File: config.mk
export PLATFORM = sky130hd
export DESIGN_NAME = temporizador_irrigacao
export DESIGN_NICKNAME = d
export VERILOG_FILES = /design/src/rtl/temporizador_irrigacao.sv
export SDC_FILE = /design/constraint.sdc
export NUM_CORES = 1
export LEC_CHECK = 0
export CAP_MARGIN = 10
export CORE_UTILIZATION = 30
export CTS_CLUSTER_SIZE = 30
export DETAILED_ROUTE_END_ITERATION = 8
export GPL_TIMING_DRIVEN = 0
export SLEW_MARGIN = 40
export SYNTH_ARGS = -nofsm -noshare
export SYNTH_HDL_FRONTEND = slang
export SYNTH_SLANG_ARGS = --single-unit
File: constraint.sdc
create_clock -name clk -period 3.15 [get_ports clk]
set_clock_uncertainty 0.05 [all_clocks]
set_input_delay 0.315 -clock clk [delete_from_list [all_inputs] [get_ports clk]]
set_output_delay 0.315 -clock clk [all_outputs]
set_load 0.1 [all_outputs]
File: src/rtl/temporizador_irrigacao.sv
// Irrigation countdown timer: loads a BCD MM:SS preset on a start edge, counts
// down once per prescaled second, opens the valve while running and pulses fim at 00:00.
module temporizador_irrigacao #(
    parameter int DIV_CLK = 50000000,
    parameter int W_DIV   = 26
) (
    input  logic       clk,
    input  logic       rst_n,
    input  logic       iniciar,
    input  logic       pausa,
    input  logic       cancelar,
    input  logic [3:0] dez_minutopreset,
    input  logic [3:0] unid_minutopreset,
    input  logic [3:0] dez_segundopreset,
    input  logic [3:0] unid_segundopreset,
    output logic [3:0] dez_minuto,
    output logic [3:0] unid_minuto,
    output logic [3:0] dez_segundo,
    output logic [3:0] unid_segundo,
    output logic       valvula,
    output logic       ocupado,
    output logic       fim,
    output logic       erro_preset
);

    typedef enum logic [1:0] {IDLE, RUN, PAUSE, DONE} state_t;

    localparam logic [W_DIV-1:0] PRESC_LAST = W_DIV'(DIV_CLK - 1);

    state_t           state_q, state_d;
    logic [W_DIV-1:0] presc_q, presc_d;
    logic [3:0]       dm_q, dm_d, um_q, um_d, ds_q, ds_d, us_q, us_d;
    logic             ini_prev_q;
    logic             valv_q, valv_d, ocup_q, ocup_d, fim_q, fim_d, erro_q, erro_d;

    logic             start_edge, tick, terminal, preset_valid, preset_zero;
    logic [3:0]       dm_dec, um_dec, ds_dec, us_dec;
    logic             brw_us, brw_ds, brw_um;

    assign start_edge   = iniciar & ~ini_prev_q;
    assign tick         = (state_q == RUN) && (presc_q == PRESC_LAST);
    assign terminal     = tick && ({dm_q, um_q, ds_q, us_q} == 16'h0001);
    assign preset_valid = (dez_minutopreset <= 4'd9) && (unid_minutopreset <= 4'd9) &&
                          (dez_segundopreset <= 4'd5) && (unid_segundopreset <= 4'd9);
    assign preset_zero  = ({dez_minutopreset, unid_minutopreset,
                            dez_segundopreset, unid_segundopreset} == 16'h0000);

    // One-second BCD decrement; each digit borrows from the next only when it wraps.
    always_comb begin
        brw_us = (us_q == 4'd0);
        us_dec = brw_us ? 4'd9 : us_q - 4'd1;
        brw_ds = brw_us && (ds_q == 4'd0);
        ds_dec = brw_us ? ((ds_q == 4'd0) ? 4'd5 : ds_q - 4'd1) : ds_q;
        brw_um = brw_ds && (um_q == 4'd0);
        um_dec = brw_ds ? ((um_q == 4'd0) ? 4'd9 : um_q - 4'd1) : um_q;
        dm_dec = brw_um ? dm_q - 4'd1 : dm_q;
    end

    always_comb begin
        state_d = state_q;
        presc_d = presc_q;
        dm_d    = dm_q;
        um_d    = um_q;
        ds_d    = ds_q;
        us_d    = us_q;
        fim_d   = 1'b0;
        erro_d  = 1'b0;

        if (cancelar) begin
            state_d = IDLE;
            presc_d = '0;
            dm_d    = 4'd0;
            um_d    = 4'd0;
            ds_d    = 4'd0;
            us_d    = 4'd0;
        end else begin
            case (state_q)
                RUN: begin
                    if (tick) begin
                        presc_d = '0;
                        dm_d    = dm_dec;
                        um_d    = um_dec;
                        ds_d    = ds_dec;
                        us_d    = us_dec;
                        if (terminal) begin
                            state_d = DONE;
                            fim_d   = 1'b1;
                        end else if (pausa) begin
                            state_d = PAUSE;
                        end
                    end else if (pausa) begin
                        state_d = PAUSE;
                    end else begin
                        presc_d = presc_q + W_DIV'(1);
                    end
                end
                PAUSE: begin
                    if (!pausa) state_d = RUN;
                end
                default: begin
                    // IDLE and DONE both accept a new start.
                    if (start_edge) begin
                        if (preset_valid) begin
                            dm_d    = dez_minutopreset;
                            um_d    = unid_minutopreset;
                            ds_d    = dez_segundopreset;
                            us_d    = unid_segundopreset;
                            presc_d = '0;
                            if (preset_zero) begin
                                state_d = DONE;
                                fim_d   = 1'b1;
                            end else begin
                                state_d = RUN;
                            end
                        end else begin
                            erro_d = 1'b1;
                        end
                    end
                end
            endcase
        end

        valv_d = (state_d == RUN);
        ocup_d = (state_d == RUN) || (state_d == PAUSE);
    end

    always_ff @(posedge clk or negedge rst_n) begin
        if (!rst_n) begin
            state_q    <= IDLE;
            presc_q    <= '0;
            dm_q       <= 4'd0;
            um_q       <= 4'd0;
            ds_q       <= 4'd0;
            us_q       <= 4'd0;
            ini_prev_q <= 1'b0;
            valv_q     <= 1'b0;
            ocup_q     <= 1'b0;
            fim_q      <= 1'b0;
            erro_q     <= 1'b0;
        end else begin
            state_q    <= state_d;
            presc_q    <= presc_d;
            dm_q       <= dm_d;
            um_q       <= um_d;
            ds_q       <= ds_d;
            us_q       <= us_d;
            ini_prev_q <= iniciar;
            valv_q     <= valv_d;
            ocup_q     <= ocup_d;
            fim_q      <= fim_d;
            erro_q     <= erro_d;
        end
    end

    assign dez_minuto   = dm_q;
    assign unid_minuto  = um_q;
    assign dez_segundo  = ds_q;
    assign unid_segundo = us_q;
    assign valvula      = valv_q;
    assign ocupado      = ocup_q;
    assign fim          = fim_q;
    assign erro_preset  = erro_q;

endmodule

==> impl_metrics.toml, run 1 <==
[setup_path]
crit_buf_inv = 1
criticalPathCategory = "reg2reg"
cp_cell_sequence = "nor4_1 -> nand2b_4 -> nor4_2 -> o21ai_1 -> a221o_1 -> ha_1 -> inv_1"
r2r_start = "unid_minuto[0]$_DFFE_PN0P_"
critPathTopFamily = "simple AND/OR/NAND/NOR gates"
r2r_end = "ocupado$_DFF_PN0_"
worst_path_largest_cell_delay_ns = 0.71
cp.depth = 7
reg2reg_depth = 7
critPathArrivalTime_ns = 2.81
crit_required_ns = 3.31
regToRegSetupSlack_ns = 0.50
startpoint_type = "flip-flop"
cp_slowest_cell = "nor4_1"
cp-endpoint = "ocupado$_DFF_PN0_"
critPathMaxFanout = 7
endpoint_kind = "flip-flop"
cp-startpoint = "unid_minuto[0]$_DFFE_PN0P_"

[timing]
final.min_clock_period_ns = 2.65
fin_tns_setup_ns = 0
setup_viol = 0
fmax_mhz = 377
post-route-period-util_pct = 84.2
slew_violations = 0
finalHoldViolCount = 0
grt_setup_unrepaired = "no"
tightest_slew_ns = 0.776
relSlewSlack_pct = 47.8

[layout]
final_cell_mix = "49 x dfrtp_1, 46 x nor2_1, 32 x nand2_1, 26 x buf_2, 22 x nand3_1"
multiInputGateArea_um2 = 1670
nFillCells = 1054
area_growth_pct = 18.8
ff_latch_area_um2 = 1230
stdcell_count = 523
finalNetCount = 416
layout_commonest_cell = "dfrtp_1"
n_antenna_cell = 0
drive_above_1_share_pct = 13.1

[min_path]
hp-class = "in2async"

[placement]
post-place-cells = 515
portBuffers = 38
hpwl_um = 6060
gp_routability_congestion = 0.852

[route]
via_per_inst = 5.34
drtPass1Iterations = 5
wire_per_inst_um = 15.6
dr_total_vias = 2791
post-route-drc-count = 0
drt_iter0_markers = 138
postRouteAntennaNets = 0
routed_wl_um = 8160

[die]
die_x_um = 102
core_um2 = 9730
ioPinCount = 41
rows = 36
dieArea_um2 = 10400
start_util_pct = 30.9
die_h_um = 102

[yosys]
ys_types = 60
synth_area_um2 = 3010
ys_seq_area_share_pct = 40.8
syn_inst = 343
syn_nets = 369
synth_edf_count = 0
ys_warn_count = 0
synthFlopType = "dfrtp_1"
ys_ff_latch = 49
async_reset_ff_share_pct = 100
syn_area_per_cell_um2 = 8.77

[clock_tree]
clk_pin_slew_worst_paths_ns = 0.10
cts.path.max_buffers = 2
cts_setup_buffers = 0
cts_made_buffers = 5
hold_buffers = 1
clock_latency_ns = 0.31
cts_tree = "done"
clock_sinks = 49
ctsRootBufferMaster = "clkbuf_8"
post_cts_resized = 0
htreeDepth = 2

[global_route]
grt_max_degree = 36
gr-usage-all-layers_pct = 16.6
grt_pass1_wl_um = 13600
grt_pass1_vias = 2725
grt-ovfl-total = 0
antenna_found_initial = 0

[run_status]
status = "completed"

[power_and_ir_drop]
peakVddDrop_v = 0.000298
p_total_uw = 2710
p_per_area_nw_per_um2 = 758
p_leak_uw = 0.00150

[job]
maxCapViolCount = 0
-- synth_stat cells, types with 2 or more instances --
library cell / number / share of area (%)
and2_1: 4 / 0.83
a211o_1: 2 / 0.58
or4_1: 3 / 0.75
ha_1: 5 / 2.1
o211ai_1: 5 / 1.2
nor2b_1: 4 / 0.83
o21ai_1: 4 / 0.67
nand4_2: 2 / 0.83
nor4_2: 3 / 1.2
inv_1: 9 / 1.1
a22oi_1: 2 / 0.50
xnor2_1: 4 / 1.2
nor3b_1: 3 / 0.75
o31ai_1: 7 / 1.7
buf_1: 3 / 0.37
and4_1: 4 / 1.2
clkbuf_1: 9 / 1.1
o21a_1: 2 / 0.50
or3_1: 2 / 0.42
and3_1: 6 / 1.2
a21oi_1: 12 / 2.0
nand2_1: 32 / 4.0
buf_2: 6 / 1.0
a31oi_1: 3 / 0.62
nor2_1: 46 / 5.7
nand4_1: 7 / 1.5
nand4b_1: 4 / 1.2
nor4_1: 8 / 1.7
nor3_1: 7 / 1.2
dfrtp_1: 49 / 41
xor2_1: 19 / 5.5
o21ai_0: 18 / 3.0
nand3_1: 22 / 3.7
-- final cells by class --
| cell class | count | area share, % |
|---|---|---|
| multi-input cells | 267 | 46.8 |
| well taps | 133 | 4.66 |
| repair buffers | 40 | 8.62 |
| flip-flops and latches | 49 | 34.3 |
| clock buffers | 6 | 2.31 |
| inverters | 9 | 0.946 |
| plain buffers | 18 | 2.10 |
| clock inverters | 1 | 0.210 |
-- stage by stage --
stage | setup WS (ns) | util [%] | cell area (um^2) | hold WS (ns)
2_1_floorplan | 0.357 | - | 3010 | -0.0306
3_3_place_gp | 0.200 | 36.5 | 3550 | 0.468
3_5_place_dp | 0.491 | 35.7 | 3470 | 0.146
4_1_cts | 0.533 | 36.7 | 3570 | 0.353
5_1_grt | 0.372 | 36.7 | 3570 | 0.364
6_report | 0.499 | 36.7 | 3570 | 0.348
-- cell families (layout without fill, tap and decap cells) --
| group | after synthesis | in the layout | share of synthesized area, % |
|---|---|---|---|
| AOI/OAI and AO/OA | 71 | 71 | 15.9 |
| xor gates and xnor gates | 23 | 23 | 6.70 |
| adders and majority gates | 5 | 5 | 2.08 |
| buffers and inverters | 27 | 74 | 3.62 |
| DFF | 49 | 49 | 40.8 |
| muxes | 1 | 1 | 0.333 |
| and+or+nand+nor | 167 | 167 | 30.6 |
-- worst min-delay path by stage --
stage	start	depth (start not counted)	slack, ns	to
floorplan	rst_n	0	-0.03	dez_minuto[0]$_DFFE_PN0P_
global placement	presc_q[25]$_DFFE_PN0P_	2	0.47	presc_q[25]$_DFFE_PN0P_
detailed placement	rst_n	1	0.15	dez_minuto[1]$_DFFE_PN0P_
CTS	rst_n	2	0.35	dez_minuto[1]$_DFFE_PN0P_
global route	rst_n	2	0.36	dez_minuto[1]$_DFFE_PN0P_
finish	rst_n	2	0.35	dez_minuto[1]$_DFFE_PN0P_
-- layer usage --
metal	global-route usage, %	wire, um
met5	0	0
met4	3.85	65
met1	22.0	3640
met3	3.08	619
met2	28.0	3830
-- worst reg2reg max path, stage by stage, from the launching register on --
cell and delay, ns:
dfrtp_1 0.47, nor4_1 0.71, nand2b_4 0.08, nor4_2 0.42, o21ai_1 0.13, a221o_1 0.37, ha_1 0.28, inv_1 0.03
-- report_power, final --
part / internal [uW] / switching (uW)
registers: 724 / 114
logic: 347 / 1130
clock network: 174 / 219
-- flip-flops by register name, summed over array words and instances (netlist names) --
name          flops
dez_minuto        4
valvula           1
unid_minuto       4
ocupado           1
fim               1
ini_prev_q        1
state_q           2
unid_segundo      4
presc_q          26
dez_segundo       4
erro_preset       1
(Power assumes the default switching activity.)
==> inputs of run 2 (changes only) <==
==> constraint.sdc (replaced) <==
create_clock -name clk -period 2.64 [get_ports clk]
set_clock_uncertainty 0.05 [all_clocks]
set_input_delay 0.264 -clock clk [delete_from_list [all_inputs] [get_ports clk]]
set_output_delay 0.264 -clock clk [all_outputs]
set_load 0.1 [all_outputs]
==> impl_metrics.toml, run 2 (synthesis gave the netlist of run 1 again) <==
[clock_tree]
clock_sinks = 49
ctsRootBufferMaster = "clkbuf_8"
htreeDepth = 2
clk_pin_slew_worst_paths_ns = 0.11
cts_made_buffers = 5
clock_latency_ns = 0.31
cts_tree = "done"
cts.path.max_buffers = 2

[global_route]
grt_pass1_wl_um = 13600
antenna_found_initial = 0
grt-ovfl-total = 0
gr-usage-all-layers_pct = 16.6
grt_max_degree = 37
grt_pass1_vias = 2789

[die]
start_util_pct = 30.9
ioPinCount = 41
rows = 36
core_um2 = 9730
dieArea_um2 = 10400
die_h_um = 102
die_x_um = 102

[placement]
gp_routability_congestion = 0.893
place_ws_ns = 0.0359
hpwl_um = 6010
portBuffers = 38
post-place-cells = 515

[route]
via_per_inst = 5.33
routed_wl_um = 8220
postRouteAntennaNets = 0
wire_per_inst_um = 15.6
drt_iter0_markers = 92
post-route-drc-count = 0
dr_total_vias = 2816
drtPass1Iterations = 4

[setup_path]
cp-endpoint = "ocupado$_DFF_PN0_"
startpoint_type = "flip-flop"
endpoint_kind = "flip-flop"
regToRegSetupSlack_ns = 0.14
cp-startpoint = "presc_q[0]$_DFFE_PN0P_"
criticalPathCategory = "reg2reg"
reg2reg_depth = 9
r2r_end = "ocupado$_DFF_PN0_"
r2r_start = "presc_q[0]$_DFFE_PN0P_"
critPathArrivalTime_ns = 2.66
crit_required_ns = 2.81
critPathMaxFanout = 7

[power_and_ir_drop]
peakVddDrop_v = 0.000417
swShare_pct = 52.8
p_leak_uw = 0.00155
internal_power_uw = 1580
p_clk_share_pct = 16.6
seqPwrFrac_pct = 30.3
switching_power_uw = 1770
pwr-share-comb_pct = 53.1
p_per_area_nw_per_um2 = 916

[layout]
finalNetCount = 420
largest_reg_flops = 26
stdcell_count = 528
area_growth_pct = 22.0
n_antenna_cell = 0
drive_above_1_share_pct = 16.7
layout_commonest_cell = "nor2_1"
final_cell_mix = "46 x nor2_1, 44 x dfrtp_1, 32 x nand2_1, 25 x buf_2, 22 x nand3_1"
max_flop_register = "presc_q"

[timing]
setup_viol = 0
final.min_clock_period_ns = 2.50
setup_slack_ns = 0.144
post-route-period-util_pct = 94.5
grt_setup_unrepaired = "no"
relSlewSlack_pct = 59.5
fmax_mhz = 401
fin_tns_setup_ns = 0
tightest_slew_ns = 0.608
finalHoldViolCount = 0
slew_violations = 0

[run_status]
status = "completed"

[job]
maxCapViolCount = 0

[min_path]
hp-class = "in2async"
==> run 2: changes by cell type in the layout (fill, tap and decap cells not counted), sizes merged <==
| cell | before | now |
|---|---|---|
| buf | 31 | 36 |
| bufinv | 0 | 1 |
| clkbuf | 15 | 14 |
| clkinv | 0 | 1 |
| clkinvlp | 1 | 0 |
==> run 2: per-stage QoR <==
stage	hold slack, ns	instance area, um^2	util [%]	power, uW
2_1_floorplan	-0.0816	3020	-	2380
3_3_place_gp	0.462	3560	36.6	2840
3_5_place_dp	0.0858	3480	35.8	2780
4_1_cts	0.275	3600	37.0	3350
5_1_grt	0.309	3670	37.7	3550
6_report	0.282	3670	37.7	3360
==> run 2: power groups by stage <==
stage          combinational [uW]  clock [uW]  sequential [uW]
2_1_floorplan                 720           0             1660
3_3_place_gp                 1820           0             1020
3_5_place_dp                 1760           0             1020
4_1_cts                      1760         574             1010
5_1_grt                      1910         600             1030
6_report                     1780         558             1020
==> run 2: layer usage <==
layer / share of wire, % / GRT usage, % / up-vias
met5: 0 / 0 / -
met4: 0.30 / 3.85 / 0
met3: 5.1 / 3.08 / 2
met2: 48 / 28.3 / 77
met1: 47 / 21.7 / 1388
li1: - / - / 1349
==> run 2: how the worst min path moves through the flow <==
stage | slack, ns | cells past startpoint | to | from
final | 0.28 | 2 | dez_minuto[3]$_DFFE_PN0P_ | rst_n
after global routing | 0.31 | 2 | dez_minuto[1]$_DFFE_PN0P_ | rst_n
after CTS | 0.28 | 2 | dez_minuto[1]$_DFFE_PN0P_ | rst_n
after detailed placement | 0.09 | 1 | dez_minuto[1]$_DFFE_PN0P_ | rst_n
after global placement | 0.46 | 2 | dez_minuto[1]$_DFFE_PN0P_ | dez_minuto[1]$_DFFE_PN0P_
after floorplan | -0.08 | 0 | dez_minuto[0]$_DFFE_PN0P_ | rst_n
==> run 2: worst max-delay path, stage by stage (launching register included) <==
cell     delay (ns)
dfrtp_2        0.42
ha_2           0.22
and4_1         0.17
buf_4          0.16
nand4_4        0.19
nor4_4         0.40
o21ai_1        0.12
a221o_1        0.35
ha_1           0.28
inv_1          0.03
==> run 2: what timing repair did <==
item / 4_1_cts / 5_1_grt
endpoints found under the setup margin: 0 / 26
setup buffers: 0 / 5
hold endpoints to repair: 13 / 0
hold buffers: 1 / 0
gates resized for setup: 0 / 11
==> run 2: area by class of cell <==
type / count / area (um^2)
clock inverter: 2 / 38.8
inverter: 9 / 33.8
sequential: 49 / 1230
fill: 1014 / 6060
buffer: 17 / 76.3
timing repair buffer: 45 / 345
clock buffer: 6 / 72.6
tap: 133 / 166
multi-input combinational: 267 / 1700
==> RTL change 1 (config.mk and constraints of run 1) <==
Register the output `dez_segundo` once more, cleared by the reset; this adds one clock of latency there. The other outputs are not delayed to match.
--- a/src/rtl/temporizador_irrigacao.sv
+++ b/src/rtl/temporizador_irrigacao.sv
@@ -156,3 +156,9 @@
     assign unid_minuto  = um_q;
-    assign dez_segundo  = ds_q;
+    always_ff @(posedge clk or negedge rst_n) begin
+        if (!rst_n) begin
+            dez_segundo <= '0;
+        end else begin
+            dez_segundo <= ds_q;
+        end
+    end
     assign unid_segundo = us_q;
Function: changed (Yosys sat finds a counterexample within 4 cycles, from zero or initial values and one cycle with rst_n low).
==> RTL change 1 against run 1 <==
- critical path depth up 1
- highest routed layer unchanged
- routed wire length is 7.7% lower
- sequential cell count increased by 4
- cell area up 0.53%
- utilization grew 0.19 points
- power down 16%
- synthesized area shrank 0.50%
- worst setup slack gained 0.0028 ns
==> RTL change 1: results (changes against run 1) <==
Pwr
  – Clock share of power: 19.5% (was 14.5%)
  – LEAKAGE: 1.53 nW (was 1.50 nW)
  – Combinational share of power: 43.8% (was 54.5%)
  – Total chip power: 0.00226 W (was 0.00271 W)
  – Worst VDD drop: 358 uV (was 298 uV)
  – Switching part of the total: 45.1% (was 54.0%)

Critical path
  – Crit path largest cell delay: 0.47 ns (was 0.71 ns)
  – Slowest-stage cell, CP: nor3_1 (was nor4_1)
  – FF-to-FF End: presc_q[13] (was ocupado)
  – CP arrival: 2.82 ns (was 2.81 ns)
  – Crit-path max FO: 8 (was 7)
  – Flop2flop setup slack: between 0.5 and 0.6 ns
  – Crit. Startpoint: state_q[1] (was unid_minuto[0])

Finish
  – FILL cells: 1030 (was 1054)
  – # diodes: 0 (unchanged)
  – Total Nets Final: 400 (was 416)
  – Share of cells above drive strength 1: 11.2% (was 13.1%)

Placement
  – Detailed Place HPWL: 5730 um (was 6060 um)
  – Placed Area: 3480 um^2 (was 3470 um^2)
  – # placed instances: 499 (was 515)
  – Post-Place Worst Slack: 0.494 ns (was 0.491 ns)
  – Final GP Congestion: 0.877 (was 0.852)
  – Port bufs: 40 (was 38)

Global routing
  – M2 GR Usage: 25.2% (was 28.0%)
  – Met1 usage: 22.2% (was 22.0%)
  – Met3 usage in global routing: 2.39% (was 3.08%)
  – Vias in the first global route: 2512 (was 2725)
  – Antenna violations before repair: 0 (unchanged)
  – Largest net degree at the start of global routing: 32 (was 36)
  – Total Routing Usage GR: 15.7% (was 16.6%)
  – First-pass GRT wire length: 12800 um (was 13600 um)

Synthesis
  – Synthesized Nets: 351 (was 369)
  – Register area share after synthesis: 44.3% (was 40.8%)
  – Synth area leaders: dfrtp_1, nor2_1, o21ai_0 (was dfrtp_1, nor2_1, xor2_1)
  – Synth cell types: 57 (was 60)
  – Adder-Cell Fraction of Synth Area: 2.09% (was 2.08%)
  – Synth cell count leaders: dfrtp_1, nor2_1, nand2_1 (unchanged)
  – Area share of xor/xnor cells in the synthesized design: 4.68% (was 6.70%)
  – Multiplexer share of the synthesized area: 3.09% (was 0.333%)
  – Syn Inst Count: 325 (was 343)
  – Synth Area in Compound Gates: 15.4% (was 15.9%)

Route
  – Average wire per standard cell: 14.9 um (was 15.6 um)
  – Drt total wl: 7530 um (was 8160 um)
  – DR pass1 iterations: 4 (was 5)
  – Vias/cell: 5.21 (was 5.34)
  – DRT iter0 DRCs: 127 (was 138)
  – Met2 WL post-DR: 3540 um (was 3830 um)
  – Metal1 wirelength: 3630 um (was 3640 um)
  – Met3 routed WL: 281 um (was 619 um)

Clock network
  – Postcts setup bufs: 0 (unchanged)
  – CTS root buf: clkbuf_8 (unchanged)

Timing
  – Slew HR: 51.6% (was 47.8%)
  – Fin crit share: 84.1% (was 84.2%)

Status
  – Status: complete, no violations (unchanged)
[RTL change 1: cell count changes after synthesis, moves of 5 or more]
| cell | delta |
|---|---|
| buf_2 | -6 |
| nand2_1 | -5 |
| nand3_1 | -12 |
| nand4_1 | +6 |
| nor2_1 | -7 |
| nor3_1 | +6 |
| o21ai_0 | +7 |
| o31ai_1 | -6 |
| xor2_1 | -9 |
[RTL change 1: worst min path at each step]
stage	start	end	slack, ns	depth (start not counted)
after floorplan	rst_n	dez_minuto[0]	-0.03	0
after global placement	ds_q[3]	dez_segundo[3]	0.37	0
after detailed placement	rst_n	erro_preset	0.18	1
after CTS	rst_n	erro_preset	0.38	2
after global routing	rst_n	erro_preset	0.40	2
final	rst_n	fim	0.39	2
[RTL change 1: final cells by class]
class,instances,area share (%)
multi-input combinational,250,43.8
sequential,53,36.9
timing repair buffer,42,9.13
tap,133,4.64
clock buffer,5,1.92
buffer,13,1.60
clock inverter,2,0.976
inverter,9,0.941
==> RTL change 2 (flow settings as in run 1) <==
Without the edit above. Set the parameter `W_DIV` to 30 (it was 26).
--- a/src/rtl/temporizador_irrigacao.sv
+++ b/src/rtl/temporizador_irrigacao.sv
@@ -4,3 +4,3 @@
     parameter int DIV_CLK = 50000000,
-    parameter int W_DIV   = 26
+    parameter int W_DIV   = 30
 ) (
Function: same outputs for any inputs over 4 cycles, from zero or initial values and one cycle with rst_n low; that may be too few to reach the edited logic, so the function may still have changed.
==> RTL change 2 against run 1 <==
- power shrank 2.2%
- cell area up 5.8%
- routed wire length increased by 11%
- final cell count increased by 6.7%
- highest routed layer unchanged
- sequential cell count is 4 higher
- synthesized area rose by 6.4%
- largest cell class unchanged
- worst setup slack lost 0.27 ns
- count of clock-buffer cells in the layout is 2 higher
- utilization fell by 0.11 points
==> RTL change 2: results (changes against run 1) <==
Status
  – Status: complete, no violations (unchanged)

Synthesis
  – Synth cell count leaders: dfrtp_1, nor2_1, o21ai_0 (was dfrtp_1, nor2_1, nand2_1)
  – Synthesized Nets: 398 (was 369)
  – Synth warn: 0 (unchanged)
  – Post-synth ARST share: 100% (unchanged)
  – Register area share after synthesis: 41.5% (was 40.8%)
  – Dominant cell type by area after synthesis: dfrtp_1 (unchanged)
  – Synth area leaders: dfrtp_1, o21ai_0, nor2_1 (was dfrtp_1, nor2_1, xor2_1)
  – Synthesized flop and latch total: 53 (was 49)
  – Synth cell types: 51 (was 60)
  – Syn_area_per_cell: 8.60 um^2 (was 8.77 um^2)

Route
  – Vias/cell: 5.58 (was 5.34)
  – DR pass1 iterations: 5 (unchanged)
  – Drt total wl: 9040 um (was 8160 um)
  – DRT iter0 DRCs: 165 (was 138)

Clock network
  – H-tree Lvls: 2 (unchanged)
  – Clk_lat worst skew: 0.31 ns (about the same)
  – CTS Hold Buffers Added: 1 (unchanged)
  – CTS root buf: clkbuf_8 (unchanged)
  – Postcts setup bufs: 0 (unchanged)
  – Post-CTS Resized: 0 (unchanged)
  – Clock Tree Buf Depth: 2 (unchanged)
  – TritonCTS buffer count: 5 (unchanged)
  – Clk slew on worst S/H paths: ~0.09 ns

Global routing
  – Largest net degree at the start of global routing: 29 (was 36)
  – Total Routing Usage GR: 16.8% (was 16.6%)
  – Antenna violations before repair: 0 (unchanged)
  – First-pass GRT wire length: 14800 um (was 13600 um)
  – Vias in the first global route: 2926 (was 2725)

Critical path
  – Crit-path max FO: 6 (was 7)
  – Crit path largest cell delay: 0.66 ns (was 0.71 ns)
  – Slowest-stage cell, CP: or4_1 (was nor4_1)

Finish
  – Top reg by flops: presc_q (unchanged)
  – Max FFs per register: 30 (was 26)
  – Fin cells: 558 (was 523)
  – Share of cells above drive strength 1: 10.9% (was 13.1%)
  – Total Nets Final: 447 (was 416)
  – # diodes: 0 (unchanged)
  – FILL cells: 1065 (was 1054)

Placement
  – Final GP Congestion: 0.869 (was 0.852)
  – Port bufs: 40 (was 38)
  – Detailed Place HPWL: 6610 um (was 6060 um)
  – # placed instances: 549 (was 515)

Timing
  – Slew HR: 55.9% (was 47.8%)
  – Final hold viol count: 0 (unchanged)

Pwr
  – Worst VDD drop: 323 uV (was 298 uV)
  – P_sw: 0.00138 W (was 0.00146 W)
  – LEAKAGE: 1.53 nW (was 1.50 nW)

Min path
  – Hold Path Class: input pin to async pin (unchanged)
-- RTL change 2: changes by cell type in the layout (fill, tap and decap cells not counted), moves of 5 or more --
| cell | delta |
|---|---|
| xor2_1 | -10 |
| nand2_1 | -5 |
| a21oi_1 | +12 |
| o21ai_0 | +17 |
| nand4_1 | +10 |
| or3_1 | +9 |
| nor2_1 | -9 |
| nor4_1 | +8 |
-- RTL change 2: logic make-up (layout without fill, tap and decap cells) --
family          Yosys count  in the layout  synth area share (%)
compound gates           96             96                  18.5
xor+xnor                  9              9                  2.46
fa+ha+maj                 5              5                  1.96
buf+inv                  23             73                  3.05
flops                    53             53                  41.5
mux                       5              5                  1.72
simple gates            181            181                  30.8
-- RTL change 2: critical path, delay by kind of cell, from the launching register on --
family	cells	cell delay, ns
and+or+nand+nor	3	1.48
AOI/OAI and AO/OA	2	0.55
DFF	1	0.44
adders and majority gates	1	0.29
buffers and inverters	1	0.05
-- RTL change 2: cell type report --
class / count / area share, %
repair buffers: 42 / 8.68
well taps: 136 / 4.50
flip-flops and latches: 53 / 35.1
multi-input cells: 296 / 47.0
plain buffers: 13 / 1.62
clock buffers: 8 / 2.12
inverters: 10 / 0.994
-- RTL change 2: per-layer routing --
| metal | wire (um) | vias up | global-route usage, % |
|---|---|---|---|
| li1 | - | 1503 | - |
| met1 | 4310 | 1495 | 23.3 |
| met2 | 4060 | 106 | 26.4 |
| met3 | 566 | 10 | 3.65 |
| met4 | 100 | 0 | 4.23 |
| met5 | 0 | - | 0 |
-- RTL change 2: final timing paths --
path | to | depth (start not counted) | start | slack [ns]
worst max-delay path | ocupado | 7 | presc_q[12] | 0.23
worst min-delay path | ini_prev_q | 2 | rst_n | 0.40
worst max register to register | ocupado | 7 | presc_q[12] | 0.23
worst min register to register | presc_q[1] | 1 | presc_q[1] | 0.50
max in group asynchronous | presc_q[29] | 3 | rst_n | 2.18
min in group clk | ini_prev_q | 1 | iniciar | 0.45
-- RTL change 2: power by group through the flow --
stage / clock network, W / registers [W] / logic (W)
2_1_floorplan: 0 / 0.00139 / 0.000557
3_3_place_gp: 0 / 0.000909 / 0.00141
3_5_place_dp: 0 / 0.000911 / 0.00136
4_1_cts: 0.000394 / 0.000896 / 0.00137
5_1_grt: 0.000412 / 0.000916 / 0.00147
6_report: 0.000386 / 0.000895 / 0.00137
-- RTL change 2: through the flow --
| step | setup WS, ns | utilization [%] | power (W) | area [um^2] |
|---|---|---|---|---|
| final | 0.232 | 36.6 | 0.00265 | 3780 |
| after global routing | 0.0326 | 36.6 | 0.00280 | 3780 |
| after global placement | 0.0151 | 36.5 | 0.00232 | 3770 |
| after CTS | 0.171 | 36.6 | 0.00266 | 3780 |
| after detailed placement | 0.123 | 35.7 | 0.00227 | 3690 |
| after floorplan | 0.476 | - | 0.00194 | 3200 |
